$ cat config.mk
export PLATFORM = sky130hd
export DESIGN_NAME = imem_boot_loader
export DESIGN_NICKNAME = d
export VERILOG_FILES = /design/src/rtl/imem_boot_loader.sv
export SDC_FILE = /design/constraint.sdc
export NUM_CORES = 1
export LEC_CHECK = 0
export BUFFER_PORTS_ARGS = -buffer_cell sky130_fd_sc_hd__buf_2
export CORE_AREA = 5 5 69 71
export CTS_CLUSTER_DIAMETER = 60
export DETAILED_ROUTE_END_ITERATION = 8
export DIE_AREA = 0 0 74 76
export GPL_TIMING_DRIVEN = 1
export PLACE_DENSITY = 0.87
export SLEW_MARGIN = 15
export SYNTH_ARGS = -nofsm -noshare
export SYNTH_HDL_FRONTEND = slang
export SYNTH_SLANG_ARGS = --single-unit
$ cat constraint.sdc
create_clock -name clk -period 3.09 [get_ports clk]
set_input_delay 0.927 -clock clk [delete_from_list [all_inputs] [get_ports clk]]
set_output_delay 0.927 -clock clk [all_outputs]
set_load 0.02 [all_outputs]
$ cat src/rtl/imem_boot_loader.sv
// imem_boot_loader: framed byte-stream loader for the 32-byte instruction memory with checksum gate on cpu_run.
// Optional idle timeout in LEN/DATA/CSUM is enabled by defining BOOT_TIMEOUT_EN.
module imem_boot_loader #(
    parameter int MEM_BYTES      = 32,
    parameter int ADDR_W         = 5,
    parameter int TIMEOUT_CYCLES = 1024
) (
    input  logic              clk,
    input  logic              rst,
    input  logic              start,
    input  logic              in_valid,
    input  logic [7:0]        in_data,
    output logic              in_ready,
    output logic              im_we,
    output logic [ADDR_W-1:0] im_addr,
    output logic [7:0]        im_wdata,
    output logic              cpu_run,
    output logic              busy,
    output logic              done,
    output logic              error,
    output logic [ADDR_W:0]   byte_count
);
    typedef enum logic [2:0] {IDLE, LEN, DATA, CSUM, DONE, ERROR} state_t;

    if ((2 ** ADDR_W) < MEM_BYTES || TIMEOUT_CYCLES < 1) begin : g_bad_cfg
        $error("imem_boot_loader: illegal parameter combination");
    end

    state_t          state_q, state_d;
    logic [ADDR_W:0] len_q, len_d, cnt_q, cnt_d;
    logic [7:0]      csum_q, csum_d;
    logic            acc, timeout;

    assign acc        = in_valid && in_ready;
    assign byte_count = cnt_q;

`ifdef BOOT_TIMEOUT_EN
    localparam int TW = $clog2(TIMEOUT_CYCLES + 1);
    logic [TW-1:0] idle_q;

    // Counter stays clear outside a session, so entering LEN always starts from zero.
    assign timeout = busy && !acc && (idle_q == TW'(TIMEOUT_CYCLES - 1));

    always_ff @(posedge clk) begin
        if (rst || !busy || acc)
            idle_q <= '0;
        else
            idle_q <= idle_q + 1'b1;
    end
`else
    assign timeout = 1'b0;
`endif

    always_comb begin
        state_d = state_q;
        len_d   = len_q;
        cnt_d   = cnt_q;
        csum_d  = csum_q;
        case (state_q)
            IDLE, DONE, ERROR: if (start) begin
                state_d = LEN;
                len_d   = '0;
                cnt_d   = '0;
                csum_d  = '0;
            end
            LEN: if (acc) begin
                if (in_data == 8'd0 || in_data > 8'(MEM_BYTES))
                    state_d = ERROR;
                else begin
                    len_d   = (ADDR_W+1)'(in_data);
                    state_d = DATA;
                end
            end
            DATA: if (acc) begin
                cnt_d   = cnt_q + 1'b1;
                csum_d  = csum_q + in_data;
                state_d = (cnt_d == len_q) ? CSUM : DATA;
            end
            CSUM: if (acc) state_d = (in_data == csum_q) ? DONE : ERROR;
            default: ;
        endcase
        if (timeout) state_d = ERROR;
    end

    // Status outputs are registered from the next state so they line up with state_q.
    always_ff @(posedge clk) begin
        if (rst) begin
            state_q  <= IDLE;
            len_q    <= '0;
            cnt_q    <= '0;
            csum_q   <= '0;
            in_ready <= 1'b0;
            busy     <= 1'b0;
            done     <= 1'b0;
            error    <= 1'b0;
            cpu_run  <= 1'b0;
            im_we    <= 1'b0;
            im_addr  <= '0;
            im_wdata <= '0;
        end else begin
            state_q  <= state_d;
            len_q    <= len_d;
            cnt_q    <= cnt_d;
            csum_q   <= csum_d;
            in_ready <= state_d inside {LEN, DATA, CSUM};
            busy     <= state_d inside {LEN, DATA, CSUM};
            done     <= state_d == DONE;
            error    <= state_d == ERROR;
            cpu_run  <= state_d == DONE;
            im_we    <= acc && state_q == DATA;
            if (acc && state_q == DATA) begin
                im_addr  <= cnt_q[ADDR_W-1:0];
                im_wdata <= in_data;
            end
        end
    end
endmodule

==> results of run 1 <==
[metrics by stage]
| stage | area [sq um] | setup WS [ns] |
|---|---|---|
| global route | 2420 | 0.3598 |
| detailed placement | 2305 | 0.1476 |
| floorplan | 2092 | 0.5550 |
| finish | 2420 | 0.4420 |
| CTS | 2420 | 0.4573 |
| global placement | 2305 | 0.2627 |
[layout make-up]
class	count	area [sq um]
Clock buffer	5	68.82
Clock inverter	3	46.29
Fill cell	364	1754
Timing Repair Buffer	41	217.7
Tap cell	52	65.06
Sequential cell	40	800.8
Inverter	6	22.52
Multi-Input combinational cell	187	1199
[worst max-delay path by stage]
stage                     slack [ns]  cells past startpoint  startpoint  endpoint
after floorplan                 0.55                      6  in_data[3]      busy
after global placement          0.26                      7  in_data[3]      busy
after detailed placement        0.15                      7  in_data[3]      busy
after CTS                       0.46                      7  in_data[3]      busy
after global routing            0.36                      7  in_data[3]      done
final                           0.44                      7  in_data[3]      busy
[per-layer routing]
layer	routed length, um	global-route usage (%)	vias up
met4	106	8.696	0
met3	239	4.881	10
li1	-	-	941
met5	0	0	-
met2	2497	30.05	46
met1	2182	22.60	879
[registers in the layout, indices dropped and copies added (netlist names)]
register and count:
done 1, im_we 1, csum_q 8, im_addr 5
byte_count 6, len_q 6, state_q 3, im_wdata 8
busy 1, error 1
[cells in the final DEF (no fill, tap or decap), types with 2 or more instances in the layout]
cell	synthesis	final
clkbuf_8	0	5
a32oi_1	3	3
nor3_1	6	6
xnor2_1	7	7
or2_2	2	2
a21o_1	3	3
buf_2	2	36
dfxtp_1	40	40
o21ai_0	8	8
a21oi_1	22	22
a22oi_1	7	7
or3_1	5	5
buf_4	2	5
inv_1	5	5
o21bai_1	2	2
nor4_1	3	3
nor2_1	19	19
nand3_1	4	4
o221ai_1	2	2
nand2_1	47	47
xor2_1	7	7
ha_1	8	8
nor2b_1	2	2
mux2i_1	6	6
[cell families (layout without fill, tap and decap cells)]
kind of cell	after synthesis	after routing	synth area share [%]
simple gates	99	99	22.67
compound gates	59	59	20.16
flops	40	40	38.28
buf+inv	20	55	4.425
xor+xnor	14	14	5.861
fa+ha+maj	9	9	5.742
mux	6	6	2.871
[report_power, final]
group	internal [mW]	leakage, nW	switching (mW)
clock network	0.243	0.0548	0.203
registers	0.521	0.323	0.00622
logic	0.0348	0.651	0.0589
[worst max-delay path, delay by kind of cell]
kind            cells  cell delay, ns
simple gates        2            0.79
compound gates      3            0.62
fa+ha+maj           1            0.36
buf+inv             1            0.13
==> impl_metrics.tcl, run 1 <==
set metrics [dict create \
    status "finished, final reports clean" \
    synthTopCellsByArea "dfxtp_1, nand2_1, a21oi_1, ha_1, nor2_1" \
    antenna_found_initial 0 \
    design.core.area_sq_um 4174 \
    reg2reg_slack_ns 0.88 \
    nNetsFinal 302 \
    timing.fmax_mhz 377.6 \
    whs_path_depth 2 \
    yosysTopAreaCell "dfxtp_1" \
    portBuffers 36 \
    drt-total-wl_mm 5.026 \
    grtUsageTotal_pct 18.62 \
    dieHeight_um 76 \
    powerDensity_nw_per_um2 441.2 \
    gp_congestion 0.8562 \
    hp-start "im_wdata[3]" \
    p_leak_nw 1.028 \
    final-setup-viol-count 0 \
    postRouteAntennaNets 0 \
    cp-start-kind "primary input" \
    criticalPathCategory "in2reg" \
    avgSynthCellArea_sq_um 8.470 \
    ioPinCount 37 \
    slowest_stage "or4_1" \
    clock_latency_ns 0.31 \
    synth_most_common_cell "nand2_1" \
    grt_max_degree 34 \
    synth_top_area_share_pct 38.28 \
    ir_drop_mv 0.2619 \
    drv_cap 0 \
    cts_setup_buffers 0 \
    worstPathCellList "buf_2 -> ha_1 -> or4_1 -> nor4_1 -> o221ai_1 -> a211oi_2 -> a21oi_1" \
    fin_crit_sh_pct 85.69 \
    max_stage_delay_ns 0.52 \
    clock-root-buffer "clkbuf_8" \
    hold_viol_final 0 \
    start_util_pct 50.12 \
    holdWs_ns 0.4558 \
    arrival_ns 2.83 \
    yosysSeqAreaShare_pct 38.28 \
    cp.required_ns 3.27 \
    synth_flop_cell "dfxtp_1" \
    dp_hpwl_mm 3.660 \
    route.detailed.drc 0 \
    r2r_cells 6 \
    syn_nets 268 \
    hold_buffers 0 \
    period_needed_ns 2.648 \
    netlist_instances 247 \
    synth_edf_count 0 \
    synth.top_cells.by_count "nand2_1, dfxtp_1, a21oi_1, nor2_1, clkbuf_1" \
    clock_sinks 40 \
    reg2reg_from "csum_q[3]" \
    drtIter0Drc 101 \
    worst_pin_slew_ns 0.6075 \
    cts_resized 0 \
    std_cell_rows 24 \
    rsz0062_at_grt "no" \
    via_per_inst 5.617 \
    cts_buffer_depth 2 \
    fin_skew_ns 0.01186 \
    crit_fanout 5 \
    grt.overflow.total 0 \
    diodes 0 \
    vias 1876 \
    placed_cells 326 \
    hold_end "im_wdata[3]" \
    slew_headroom_pct 59.19 \
    wl_per_cell_um 15.05 \
    setup.worst_path.end_class "flop" \
    firstDrtPassIters 4 \
    htreeDepth 2 \
    fin_setup_tns_ns 0 \
    cts_tree "built" \
    instances_no_fill 334 \
    postLayoutCoreUtil_pct 57.97 \
    cts_buffers 5 \
    reg2reg_to "busy" \
    grt_pass1_wl_mm 8.328 \
    synth_cell_types 50 \
    syn_area_sq_um 2092 \
    hp-class "reg2reg" \
    die_area_sq_um 5624 \
    drive_above_1_share_pct 20.92 \
    async_flop_share_pct 0 \
    clkSlewWorstSetupHoldPaths_ns 0.08 \
    grt_pass1_vias 1858 \
    slew_violations 0 \
    p_total_mw 1.068 \
    die_w_um 74 \
    area.growth.synth_to_final_pct 15.67 \
    ys_ff_latch 40 \
    synth_warnings 0 \
]
Power figures use the tool's default switching activity.
==> inputs of run 2 (changes only) <==
--- a/config.mk
+++ b/config.mk
@@ -12,6 +12,7 @@
 export DIE_AREA = 0 0 74 76
 export GPL_TIMING_DRIVEN = 1
 export PLACE_DENSITY = 0.87
+export SKIP_LAST_GASP = 1
 export SLEW_MARGIN = 15
 export SYNTH_ARGS = -nofsm -noshare
 export SYNTH_HDL_FRONTEND = slang
==> constraint.sdc (replaced) <==
create_clock -name clk -period 2.86 [get_ports clk]
set_input_delay 0.858 -clock clk [delete_from_list [all_inputs] [get_ports clk]]
set_output_delay 0.858 -clock clk [all_outputs]
set_load 0.02 [all_outputs]
==> run 2 against run 1 <==
Effect of this change: sequential power up 8.0%; cell area increased by 0.98%; non-clock buffer count grew 3; final cell count grew 0.90%; first-iteration DRC count down 4.0%; clock skew down 0.0018 ns; via count grew 1.4%; register-to-register slack worse by 0.19 ns.
==> impl_metrics.tcl, run 2 (synthesis gave the netlist of run 1 again) <==
set metrics [dict create \
    antenna_found_initial 0 \
    cp.required_ns 3.11 \
    status "finished, final reports clean" \
    clock_sinks 40 \
    drive_above_1_share_pct 21.75 \
    worstPathCellList "buf_2 -> ha_1 -> or4_1 -> nor4_1 -> o221ai_1 -> a211oi_2 -> o21ba_1" \
    max_stage_delay_ns 0.53 \
    hold_buffers 0 \
    grtUsageTotal_pct 19.03 \
    hold_viol_final 0 \
    stdcell_area_sq_um 2444 \
    crit_fanout 5 \
    slew_headroom_pct 60.20 \
    cp-startpoint "in_data[3]" \
    dp_hpwl_mm 3.696 \
    reg2reg_to "done" \
    cp_num_buf_inv 1 \
    instances_no_fill 337 \
    setup.worst_path.end_class "flop" \
    dieHeight_um 76 \
    reg2reg_from "csum_q[1]" \
    cp-start-kind "primary input" \
    slowest_stage "or4_1" \
    clkSlewWorstSetupHoldPaths_ns 0.09 \
    cts_setup_buffers 0 \
    whs_path_depth 2 \
    holdWs_ns 0.4552 \
    grt_pass1_wl_mm 8.487 \
    gp_congestion 0.9047 \
    hp-start "im_addr[2]" \
    die_w_um 74 \
    timing.fmax_mhz 395.7 \
    start_util_pct 50.12 \
    placed_cells 329 \
    wl_per_cell_um 14.88 \
    place_worst_setup_slack_ns 0.06300 \
    fin_ws_ns 0.3331 \
    cts_tree "built" \
    r2r_cells 6 \
    ir_drop_mv 0.3706 \
    slew_violations 0 \
    clock_latency_ns 0.30 \
    arrival_ns 2.77 \
    cts_buffer_depth 2 \
    postLayoutCoreUtil_pct 58.54 \
    hold_end "im_addr[2]" \
    drt-total-wl_mm 5.015 \
    fin_setup_tns_ns 0 \
    drv_cap 0 \
    final_cell_mix "nand2_1, dfxtp_1, buf_2" \
    dpl_cell_area_sq_um 2327 \
    grt_pass1_vias 1836 \
    grt_max_degree 24 \
    via_per_inst 5.647 \
    final-setup-viol-count 0 \
    reg_top3 "csum_q: 8 flops, im_wdata: 8 flops" \
    firstDrtPassIters 4 \
    area.growth.synth_to_final_pct 16.81 \
    period_needed_ns 2.527 \
    final_common_cell "nand2_1" \
    fin_crit_sh_pct 88.35 \
    fin_skew_ns 0.01001 \
    design.core.area_sq_um 4174 \
    clock-root-buffer "clkbuf_8" \
    ioPinCount 37 \
    hp-class "reg2reg" \
    drtIter0Drc 97 \
    nFillCells 368 \
    die_area_sq_um 5624 \
    vias 1903 \
    path_delay_family "simple AND/OR/NAND/NOR gates" \
    diodes 0 \
    p_total_mw 1.147 \
    route.detailed.drc 0 \
    powerDensity_nw_per_um2 469.2 \
    nNetsFinal 305 \
    grt.overflow.total 0 \
    htreeDepth 2 \
    cts_resized 0 \
    portBuffers 36 \
    postRouteAntennaNets 0 \
    criticalPathCategory "in2reg" \
    reg2reg_slack_ns 0.69 \
    worst_pin_slew_ns 0.5925 \
    rsz0062_at_grt "no" \
    p_leak_nw 1.046 \
    std_cell_rows 24 \
    cts_buffers 5 \
]
[run 2: changes by cell type in the layout (fill, tap and decap cells not counted)]
cell        previous run  this run
buf_4                  5         8
clkinv_4               0         2
inv_6                  1         0
clkinvlp_4             1         0
[run 2: power breakdown]
part / switching [mW] / internal, mW
Clock: 0.211 / 0.263
Combinational: 0.0643 / 0.0399
Sequential: 0.00620 / 0.563
[run 2: metal layers]
| metal | track usage [%] | wire length (um) | up-vias | share of wire (%) |
|---|---|---|---|---|
| met4 | 7.246 | 99 | 0 | 2.0 |
| li1 | - | - | 945 | - |
| met3 | 4.090 | 238 | 10 | 4.7 |
| met1 | 23.39 | 2138 | 890 | 43 |
| met5 | 0 | 0 | - | 0 |
| met2 | 31.83 | 2539 | 58 | 51 |
[run 2: worst max path at each step]
stage / slack [ns] / endpoint / depth (start not counted)
6_report: 0.33 / done / 7
5_1_grt: 0.25 / busy / 7
4_1_cts: 0.36 / done / 7
3_5_place_dp: 0.06 / busy / 7
3_3_place_gp: 0.12 / busy / 7
2_1_floorplan: 0.39 / busy / 6
[run 2: final cells by class]
type                       instances  area, sq um  share of cell area, %
multi-input combinational        187         1199                  49.05
clock inverter                     3        47.55                  1.946
clock buffer                       5        68.82                  2.816
tap                               52        65.06                  2.663
sequential                        40        800.8                  32.77
inverter                           6        22.52                 0.9217
timing repair buffer              44        240.2                  9.831
[run 2: worst reg2reg max path: cells and delay by family (launching register included)]
family | cells | cell delay, ns
fa+ha+maj | 1 | 0.27
simple gates | 2 | 0.73
flops | 1 | 0.42
compound gates | 3 | 0.69
